### config.mk
export PLATFORM = sky130hd
export DESIGN_NAME = rotate_ctrl
export DESIGN_NICKNAME = d
export VERILOG_FILES = /design/src/rtl/rotate_pkg.sv /design/src/rtl/rotate_ctrl_tick_prescaler.sv /design/src/rtl/rotate_ctrl.sv
export SDC_FILE = /design/constraint.sdc
export NUM_CORES = 1
export LEC_CHECK = 0
export CAP_MARGIN = 15
export CORE_MARGIN = 1
export CORE_UTILIZATION = 57
export DETAILED_ROUTE_END_ITERATION = 8
export PLACE_DENSITY = 0.83
export SLEW_MARGIN = 40
export SYNTH_ARGS = -nofsm -noshare
export SYNTH_HDL_FRONTEND = slang
export SYNTH_SLANG_ARGS = --single-unit
### constraint.sdc
create_clock -name clk -period 3.2 [get_ports clk]
set_clock_uncertainty 0.1 [all_clocks]
set_input_delay 0.8 -clock clk [delete_from_list [all_inputs] [get_ports clk]]
set_output_delay 0.8 -clock clk [all_outputs]
set_load 0.05 [all_outputs]
### src/rtl/rotate_pkg.sv
// Shared widths and state encodings for the LED-chaser rotate controller.
package rotate_pkg;
  localparam int DATA_W = 8;
  localparam int SHA_W  = 3;
  localparam logic [SHA_W-1:0] SHA_MAX = '1;

  typedef enum logic {IDLE, RUN} state_e;
  typedef enum logic {UP, DOWN}  phase_e;
endpackage

### src/rtl/rotate_ctrl_tick_prescaler.sv
// Free-running divider: tick on the last count of each TICK_DIV-cycle window while enabled.
module tick_prescaler #(
  parameter int TICK_DIV = 50_000_000
) (
  input  logic clk,
  input  logic rst_n,
  input  logic en,
  input  logic clr,
  output logic tick
);
  localparam int CW = (TICK_DIV > 1) ? $clog2(TICK_DIV) : 1;
  localparam logic [CW-1:0] LAST = CW'(TICK_DIV - 1);

  logic [CW-1:0] cnt_q, cnt_d;

  always_comb begin
    cnt_d = cnt_q;
    tick  = en && (cnt_q == LAST);
    if (clr)       cnt_d = '0;
    else if (tick) cnt_d = '0;
    else if (en)   cnt_d = cnt_q + 1'b1;
  end

  always_ff @(posedge clk or negedge rst_n) begin
    if (!rst_n) cnt_q <= '0;
    else        cnt_q <= cnt_d;
  end
endmodule

### src/rtl/rotate_ctrl.sv
// Steps the barrel-shifter amount on a prescaled tick or manual step.
// Ping-pong sequencing is built only when ROTATE_CTRL_BOUNCE_EN is defined.
module rotate_ctrl
  import rotate_pkg::*;
#(
  parameter int TICK_DIV = 50_000_000
) (
  input  logic              clk,
  input  logic              rst_n,
  input  logic              load,
  input  logic [DATA_W-1:0] pattern_in,
  input  logic              dir_in,
  input  logic              run,
  input  logic              step,
  input  logic              bounce_in,
  output logic [DATA_W-1:0] sh_in,
  output logic              sh_lr,
  output logic [SHA_W-1:0]  sh_sha,
  output logic              busy,
  output logic              wrap
);
  state_e            state_q, state_d;
  phase_e            phase_q, phase_d;
  logic [DATA_W-1:0] pat_q, pat_d;
  logic              lr_q, lr_d;
  logic [SHA_W-1:0]  sha_q, sha_d;
  logic              wrap_q, wrap_d;
  logic              tick, adv, bounce_sel;

  tick_prescaler #(.TICK_DIV(TICK_DIV)) u_presc (
    .clk  (clk),
    .rst_n(rst_n),
    .en   (state_q == RUN),
    .clr  ((state_q == IDLE) || load),
    .tick (tick)
  );

`ifdef ROTATE_CTRL_BOUNCE_EN
  assign bounce_sel = bounce_in;
`else
  logic unused_bounce;
  assign unused_bounce = bounce_in;
  assign bounce_sel    = 1'b0;
`endif

  // A step pulse coinciding with run is swallowed by the IDLE->RUN transition.
  assign adv = tick || ((state_q == IDLE) && step && !run);

  always_comb begin
    state_d = state_q;
    phase_d = phase_q;
    pat_d   = pat_q;
    lr_d    = lr_q;
    sha_d   = sha_q;
    wrap_d  = 1'b0;
    case (state_q)
      IDLE:    if (run)  state_d = RUN;
      RUN:     if (!run) state_d = IDLE;
      default: state_d = IDLE;
    endcase
    if (load) begin
      pat_d   = pattern_in;
      lr_d    = dir_in;
      sha_d   = '0;
      phase_d = UP;
    end else if (adv) begin
      if (bounce_sel && phase_q == UP) begin
        if (sha_q == SHA_MAX) begin
          phase_d = DOWN;
          sha_d   = SHA_MAX - 1'b1;
          wrap_d  = 1'b1;
        end else begin
          sha_d = sha_q + 1'b1;
        end
      end else if (bounce_sel) begin
        if (sha_q == '0) begin
          phase_d = UP;
          sha_d   = SHA_W'(1);
          wrap_d  = 1'b1;
        end else begin
          sha_d = sha_q - 1'b1;
        end
      end else begin
        // Plain modulo stepping; leaving bounce mid-DOWN resumes counting up.
        phase_d = UP;
        sha_d   = sha_q + 1'b1;
        wrap_d  = (sha_q == SHA_MAX);
      end
    end
  end

  always_ff @(posedge clk or negedge rst_n) begin
    if (!rst_n) begin
      state_q <= IDLE;
      phase_q <= UP;
      pat_q   <= '0;
      lr_q    <= 1'b0;
      sha_q   <= '0;
      wrap_q  <= 1'b0;
    end else begin
      state_q <= state_d;
      phase_q <= phase_d;
      pat_q   <= pat_d;
      lr_q    <= lr_d;
      sha_q   <= sha_d;
      wrap_q  <= wrap_d;
    end
  end

  assign sh_in  = pat_q;
  assign sh_lr  = lr_q;
  assign sh_sha = sha_q;
  assign busy   = (state_q == RUN);
  assign wrap   = wrap_q;
endmodule

==> results of run 1 <==
[sequential cells by signal, indices dropped and copies added (netlist names)]
name	count
sh_lr	1
busy	1
u_presc.cnt_q	26
sh_in	8
wrap	1
sh_sha	3
[cells in the final DEF, fill, tap and decap left out, drive strengths merged]
| cell type | n |
|---|---|
| ha | 3 |
| a21oi | 13 |
| nor2 | 15 |
| or4b | 1 |
| or4 | 10 |
| nor3b | 2 |
| and2 | 2 |
| mux2i | 2 |
| o31ai | 6 |
| dfrtp | 40 |
| xor2 | 5 |
| clkbuf | 6 |
| nor2b | 2 |
| clkdlybuf4s50 | 26 |
| clkinv | 1 |
| nand4b | 1 |
| nor4 | 3 |
| inv | 3 |
| buf | 2 |
| bufinv | 1 |
| nand4 | 8 |
| and4 | 3 |
| a21bo | 1 |
| mux2 | 10 |
| and3 | 2 |
| nor3 | 3 |
| o21ai | 6 |
| nand2b | 4 |
| or3 | 9 |
| nand2 | 9 |
| nand3 | 10 |
| xnor2 | 7 |
[worst paths after layout]
| path | start | endpoint | slack, ps | cells after the start |
|---|---|---|---|---|
| setup / recovery | busy | busy | 700 | 1 |
| hold / removal | rst_n | u_presc.cnt_q[19] | 300 | 1 |
| setup reg to reg | u_presc.cnt_q[16] | u_presc.cnt_q[3] | 820 | 4 |
| hold reg to reg | u_presc.cnt_q[0] | u_presc.cnt_q[0] | 400 | 1 |
| max in group asynchronous | rst_n | u_presc.cnt_q[2] | 2340 | 1 |
| min in group clk | u_presc.cnt_q[0] | u_presc.cnt_q[0] | 400 | 1 |
[logic make-up after synthesis]
| logic type | count (synthesis) | synth area share |
|---|---|---|
| buffers and inverters | 10 | 0.02474 |
| muxes | 12 | 0.06726 |
| xor gates and xnor gates | 12 | 0.05330 |
| and+or+nand+nor | 84 | 0.2500 |
| AOI/OAI and AO/OA | 26 | 0.07805 |
| DFF | 40 | 0.5076 |
| adders and majority gates | 3 | 0.01904 |
[final cells by class]
type / instances / area, sq um / share of cell area
inverters: 3 / 11.26 / 0.004810
clock inverters: 2 / 35.03 / 0.01497
repair buffers: 28 / 275.3 / 0.1176
clock buffers: 6 / 41.29 / 0.01764
well taps: 44 / 55.05 / 0.02352
flip-flops and latches: 40 / 1001 / 0.4276
multi-input cells: 137 / 922.1 / 0.3939
[power by group through the flow]
stage          logic [uW]  clock network [uW]  registers (uW)
3_5_place_dp          130                   0             538
2_1_floorplan        26.3                   0             583
4_1_cts               130                 332             528
6_report              129                 324             528
3_3_place_gp          126                   0             537
5_1_grt               136                 356             530
[metrics by stage]
step / instances / total power, uW / setup slack, ps / util / hold slack (ps)
2_1_floorplan: 187 / 609.2 / 1092 / - / 351.6
3_3_place_gp: 252 / 663.0 / 814.7 / 0.7118 / 374.4
3_5_place_dp: 252 / 667.9 / 754.7 / 0.7118 / 382.2
4_1_cts: 260 / 990.2 / 699.3 / 0.7358 / 397.2
5_1_grt: 260 / 1022 / 635.7 / 0.7366 / 319.5
6_report: 260 / 980.9 / 700.0 / 0.7366 / 300.9
[metal layers]
metal  up-vias  share of wire  global-route usage
li1        749              -                   -
met1       779           0.41              0.3071
met2        40           0.54              0.4286
met3        10          0.039             0.05757
met4         0          0.019              0.1266
met5         -              0                   0
==> qor.csv, run 1 <==
stage,metric,value,unit
worst_setup_path,CP max-delay cell,clkdlybuf4s50_1,
power,switch share,0.2525,
hold_path,Hold Path Class,in -> async,
timing,Final period util,0.7813,
synth,post-synthesis register bit count,40,
cells_and_area,Synth-to-Final Area Change,18.72,%
synth,top post-synthesis cells by area,"dfrtp_1 (51%), mux2_2 (5.1%), or4_1 (3.4%), xnor2_1 (3.1%), a21oi_1 (3.0%)",
die,die area,3698,sq um
grt,vias in the first global route,1520,
timing,final setup vio count,0,
die,row cnt,20,
power,peak supply drop,0.3093,mV
worst_setup_path,Setup crit end kind,output pin,
drt,average wire per standard cell,15.59,microns
grt,GR Overflow Total,0,
die,Die W,60.82,microns
synth,Yosys top cell by area,dfrtp_1,
synth,cell count after synthesis,187,
grt,Tot GR Track Use,0.2542,
synth,most frequent cell after synthesis,dfrtp_1,
timing,minimum clock period,2500,ps
power,P_leak,0.0009017,uW
synth,Async SR Flop Fraction,1.000,
power,Clock Power Share,0.330,
clocking,CTS Sinks,40,
worst_setup_path,WP buf/inv,1,
cells_and_area,final instance area,2341,sq um
synth,Netlist Area Pre-Place,1972,sq um
placement,Buffers on Ports,27,
die,Die H,60.82,microns
cells_and_area,filler instances,254,
clocking,clk root buf,clkbuf_4,
synth,ys flop type,dfrtp_1,
power,Seq pwr share,0.538,
run_status,status,"finished, final reports clean",
clocking,CTS H-Tree Depth,2,
cells_and_area,share of cells above drive strength 1,0.1111,
grt,largest net degree at the start of global routing,41,
power,combinational share of power,0.131,
die,Ports,29,
synth,syn_area_per_cell,10.54,sq um
synth,Synth top cells by count,"dfrtp_1 (40), nor2_1 (15), a21oi_1 (12)",
timing,FMAX,0.4000,GHz
timing,worst-margin pin slew,525.7,ps
power,P_sw,247.7,uW
clocking,CTS resizes,0,
drt,drt drc,0,
worst_setup_path,Worst setup SP type,flop,
placement,DP HPWL,2914,microns
synth,Post-Syn Nets,205,
clocking,Longest Clk Path Bufs,2,
run,# Max-Cap Violations,0,
drt,drt total wl,4053,microns
synth,Unique masters post-synth,35,
drt,Initial DRT Pass Iterations,5,
drt,vias per inst,6.069,
drt,"antenna viol nets, final",0,
synth,"EDFF count, synth",0,
grt,initial antenna violation count,0,
synth,yosys warns,0,
clocking,Post-CTS Setup Inserts,0,
clocking,Num CTS Buffers,5,
clocking,CTS tree,done,
cells_and_area,Total Nets Final,233,
worst_setup_path,worst-path maximum fanout,4,
timing,final hold vios,0,
cells_and_area,Inserted Diodes,0,
clocking,"Clk pin slew, worst setup/hold paths",120,ps
power,power per cell area,419.0,nW/um^2
clocking,Worst-Skew Late Latency,350,ps
synth,register area share after synthesis,0.5076,
worst_setup_path,Crit path required time,2300,ps
grt,first-pass GRT wire length,6720,microns
timing,final setup TNS,0,ps
die,total core area,3178,sq um
placement,area post-placement,2262,sq um
worst_setup_path,CP top delay family,buffers and inverters,
placement,Final GP Congestion,0.8681,
clocking,# hold bufs at CTS,0,
worst_setup_path,Arrival @ worst endpoint,1600,ps
timing,max-slew violations,0,
timing,Relative slew margins,0.6485,
power,Internal Power,733.2,uW
worst_setup_path,CP max stage delay,830,ps
drt,1st-iter DRT viols,114,
worst_setup_path,Critical Setup Path Class,reg -> out,
timing,RSZ-0062 raised after global routing,false,
die,Initial Util,0.6205,
drt,routed vias,1578,
worst_setup_path,CP cell instances,clkdlybuf4s50_1,
synth,post-synth top area share,0.5076,
Note: power is estimated with default switching activity, not from simulation.
==> run 2, diff against run 1 <==
--- a/config.mk
+++ b/config.mk
@@ -7,9 +7,9 @@
 export LEC_CHECK = 0
 export CAP_MARGIN = 15
 export CORE_MARGIN = 1
-export CORE_UTILIZATION = 57
+export CORE_UTILIZATION = 53
 export DETAILED_ROUTE_END_ITERATION = 8
-export PLACE_DENSITY = 0.83
+export PLACE_DENSITY = 0.78
 export SLEW_MARGIN = 40
 export SYNTH_ARGS = -nofsm -noshare
 export SYNTH_HDL_FRONTEND = slang
==> constraint.sdc (replaced) <==
create_clock -name clk -period 2.4 [get_ports clk]
set_clock_uncertainty 0.1 [all_clocks]
set_input_delay 0.6 -clock clk [delete_from_list [all_inputs] [get_ports clk]]
set_output_delay 0.6 -clock clk [all_outputs]
set_load 0.05 [all_outputs]
==> run 2 against run 1 <==
- worst hold slack lost 87 ps
- critical path type unchanged
- die area increased by 7.3%
- power increased by 44%
- flip-flop and latch count unchanged
- cell count increased by 2.7%
- wire length shrank 1.1%
- critical endpoint unchanged
- register-to-register slack worse by 660 ps
- global-route usage is 3.3 points lower
- combinational power grew 37%
- sequential power grew 33%
==> qor.csv, run 2 (synthesis gave the netlist of run 1 again) <==
stage,metric,value,unit,change
worst_setup_path,Critical Setup Path Class,reg -> out,,
timing,Relative slew margins,0.5859,,-0.06255
drt,Initial DRT Pass Iterations,4,,-1
clocking,CTS Sinks,40,,unchanged
timing,hold_ws,213.5,ps,-87.39 ps
die,Initial Util,0.5729,,-0.04759
run_status,status,"finished, final reports clean",,
grt,largest net degree at the start of global routing,29,,-29%
power,P_sw,343.8,uW,+39%
power,combinational share of power,0.125,,-0.006
clocking,clk root buf,clkbuf_8,,
run,# Max-Cap Violations,0,,unchanged
cells_and_area,Inserted Diodes,0,,unchanged
clocking,Worst-Skew Late Latency,290,ps,-60 ps
worst_setup_path,worst-path maximum fanout,4,,unchanged
power,Internal Power,1073,uW,+46%
cells_and_area,area of the multi-input gates,922.1,sq um,unchanged
timing,minimum clock period,2242,ps,
worst_setup_path,CP cell instances,clkdlybuf4s50_1,,
cells_and_area,Synth-to-Final Area Change,22.84,%,
grt,GR Overflow Total,0,,unchanged
drt,drt total wl,4009,microns,-1.1%
clocking,"Clk pin slew, worst setup/hold paths",80,ps,-40 ps
cells_and_area,"commonest non-fill, non-tap cells in the layout","dfrtp_1 (40), clkdlybuf4s50_1 (26), nor2_1 (15)",,
timing,max-slew violations,0,,unchanged
worst_setup_path,WP buf/inv,1,,unchanged
cells_and_area,fin cells,267,,+2.7%
cells_and_area,filler instances,260,,+2.4%
timing,RSZ-0062 raised after global routing,false,,
drt,vias per inst,5.828,,-4.0%
clocking,Num CTS Buffers,5,,unchanged
worst_setup_path,CP max stage delay,830,ps,about the same
timing,final setup TNS,0,ps,unchanged
cells_and_area,share of cells above drive strength 1,0.1312,,+0.02011
drt,"antenna viol nets, final",0,,unchanged
cells_and_area,"commonest non-fill, non-tap cell in the layout",dfrtp_1,,
drt,average wire per standard cell,15.01,microns,-3.7%
clocking,Post-CTS Setup Inserts,0,,unchanged
placement,DP HPWL,2919,microns,+0.18%
grt,Tot GR Track Use,0.2215,,-0.03267
die,Die W,63.00,microns,+3.6%
clocking,# hold bufs at CTS,0,,unchanged
grt,first-pass GRT wire length,6831,microns,+1.7%
timing,worst-margin pin slew,621.1,ps,+95.47 ps
worst_setup_path,Arrival @ worst endpoint,1540,ps,-60 ps
hold_path,Hold Path Class,in -> async,,
cells_and_area,max FFs per register,26,,unchanged
grt,vias in the first global route,1547,,+1.8%
die,total core area,3442,sq um,+8.3%
power,power per cell area,585.0,nW/um^2,+40%
cells_and_area,Total Nets Final,238,,+2.1%
timing,Final period util,0.9343,,
cells_and_area,Reg area,1001,sq um,unchanged
worst_setup_path,Crit path required time,1700,ps,-600 ps
power,P_leak,0.0009419,uW,+4.5%
worst_setup_path,CP top delay family,buffers and inverters,,
worst_setup_path,Setup crit end kind,output pin,,
clocking,CTS H-Tree Depth,2,,unchanged
drt,1st-iter DRT viols,102,,-11%
placement,placed cell count,259,,+2.8%
die,Die H,63.00,microns,+3.6%
drt,drt drc,0,,unchanged
clocking,Longest Clk Path Bufs,2,,unchanged
power,Clock Power Share,0.379,,+0.049
timing,final setup vio count,0,,unchanged
worst_setup_path,Worst setup SP type,flop,,
die,Ports,29,,unchanged
placement,Final GP Congestion,0.8613,,-0.78%
cells_and_area,Largest Register,u_presc.cnt_q,,
worst_setup_path,CP max-delay cell,clkdlybuf4s50_1,,
die,die area,3968,sq um,+7.3%
timing,FMAX,0.4460,GHz,
cells_and_area,fin util,0.7037,,-0.03287
timing,final hold vios,0,,unchanged
placement,Buffers on Ports,27,,unchanged
clocking,CTS resizes,0,,unchanged
clocking,CTS tree,done,,
drt,routed vias,1556,,-1.4%
grt,initial antenna violation count,0,,unchanged
die,row cnt,21,,+5.0%
power,switch share,0.2426,,-0.009885
power,peak supply drop,0.4458,mV,+44%
power,Seq pwr share,0.496,,-0.042
-- run 2: changes by cell type in the layout (fill, tap and decap cells not counted) --
cell	before	now
clkbuf_8	0	5
buf_12	0	1
clkbuf_4	5	0
buf_4	2	5
buf_2	0	1
-- run 2: final timing paths --
check | start | end | slack, ps | depth (start not counted)
max in group asynchronous | rst_n | u_presc.cnt_q[21] | 1430 | 2
min in group clk | u_presc.cnt_q[0] | u_presc.cnt_q[0] | 400 | 1
hold / removal | rst_n | u_presc.cnt_q[16] | 210 | 1
hold reg to reg | u_presc.cnt_q[0] | u_presc.cnt_q[0] | 400 | 1
setup reg to reg | u_presc.cnt_q[16] | wrap | 160 | 5
setup / recovery | busy | busy | 160 | 1
-- run 2: area by class of cell --
| cell class | instances | area share |
|---|---|---|
| multi-input cells | 137 | 0.3807 |
| clock buffers | 6 | 0.02996 |
| inverters | 3 | 0.004649 |
| clock inverters | 2 | 0.01446 |
| repair buffers | 33 | 0.1333 |
| flip-flops and latches | 40 | 0.4132 |
| well taps | 46 | 0.02376 |
-- run 2: worst reg2reg max path: stages, from the launching register on --
cell	delay, ps
dfrtp_1	440
or4b_2	710
nor4_2	350
a21oi_1	150
buf_4	170
nor3b_1	210
-- run 2: routing by layer --
metal  track usage  share of wire  vias to the layer above
li1              -              -                      752
met5             0              0                        -
met3       0.06204          0.055                        5
met4       0.06395         0.0067                        0
met2        0.3737           0.52                       45
met1        0.2745           0.42                      754
-- run 2: power by group through the flow --
| stage | sequential [uW] | clock, uW | combinational [uW] |
|---|---|---|---|
| after floorplan | 777 | 0 | 35.1 |
| final | 703 | 537 | 177 |
| after global routing | 706 | 570 | 188 |
| after CTS | 703 | 544 | 179 |
| after detailed placement | 717 | 0 | 179 |
| after global placement | 716 | 0 | 176 |
-- run 2: stage by stage --
step / setup slack [ps] / area [sq um] / total power, uW
3_5_place_dp: 173.5 / 2315 / 895.6
5_1_grt: 55.23 / 2422 / 1464
3_3_place_gp: 217.6 / 2315 / 891.6
6_report: 157.6 / 2422 / 1417
4_1_cts: 154.6 / 2422 / 1427
2_1_floorplan: 291.6 / 1972 / 812.3
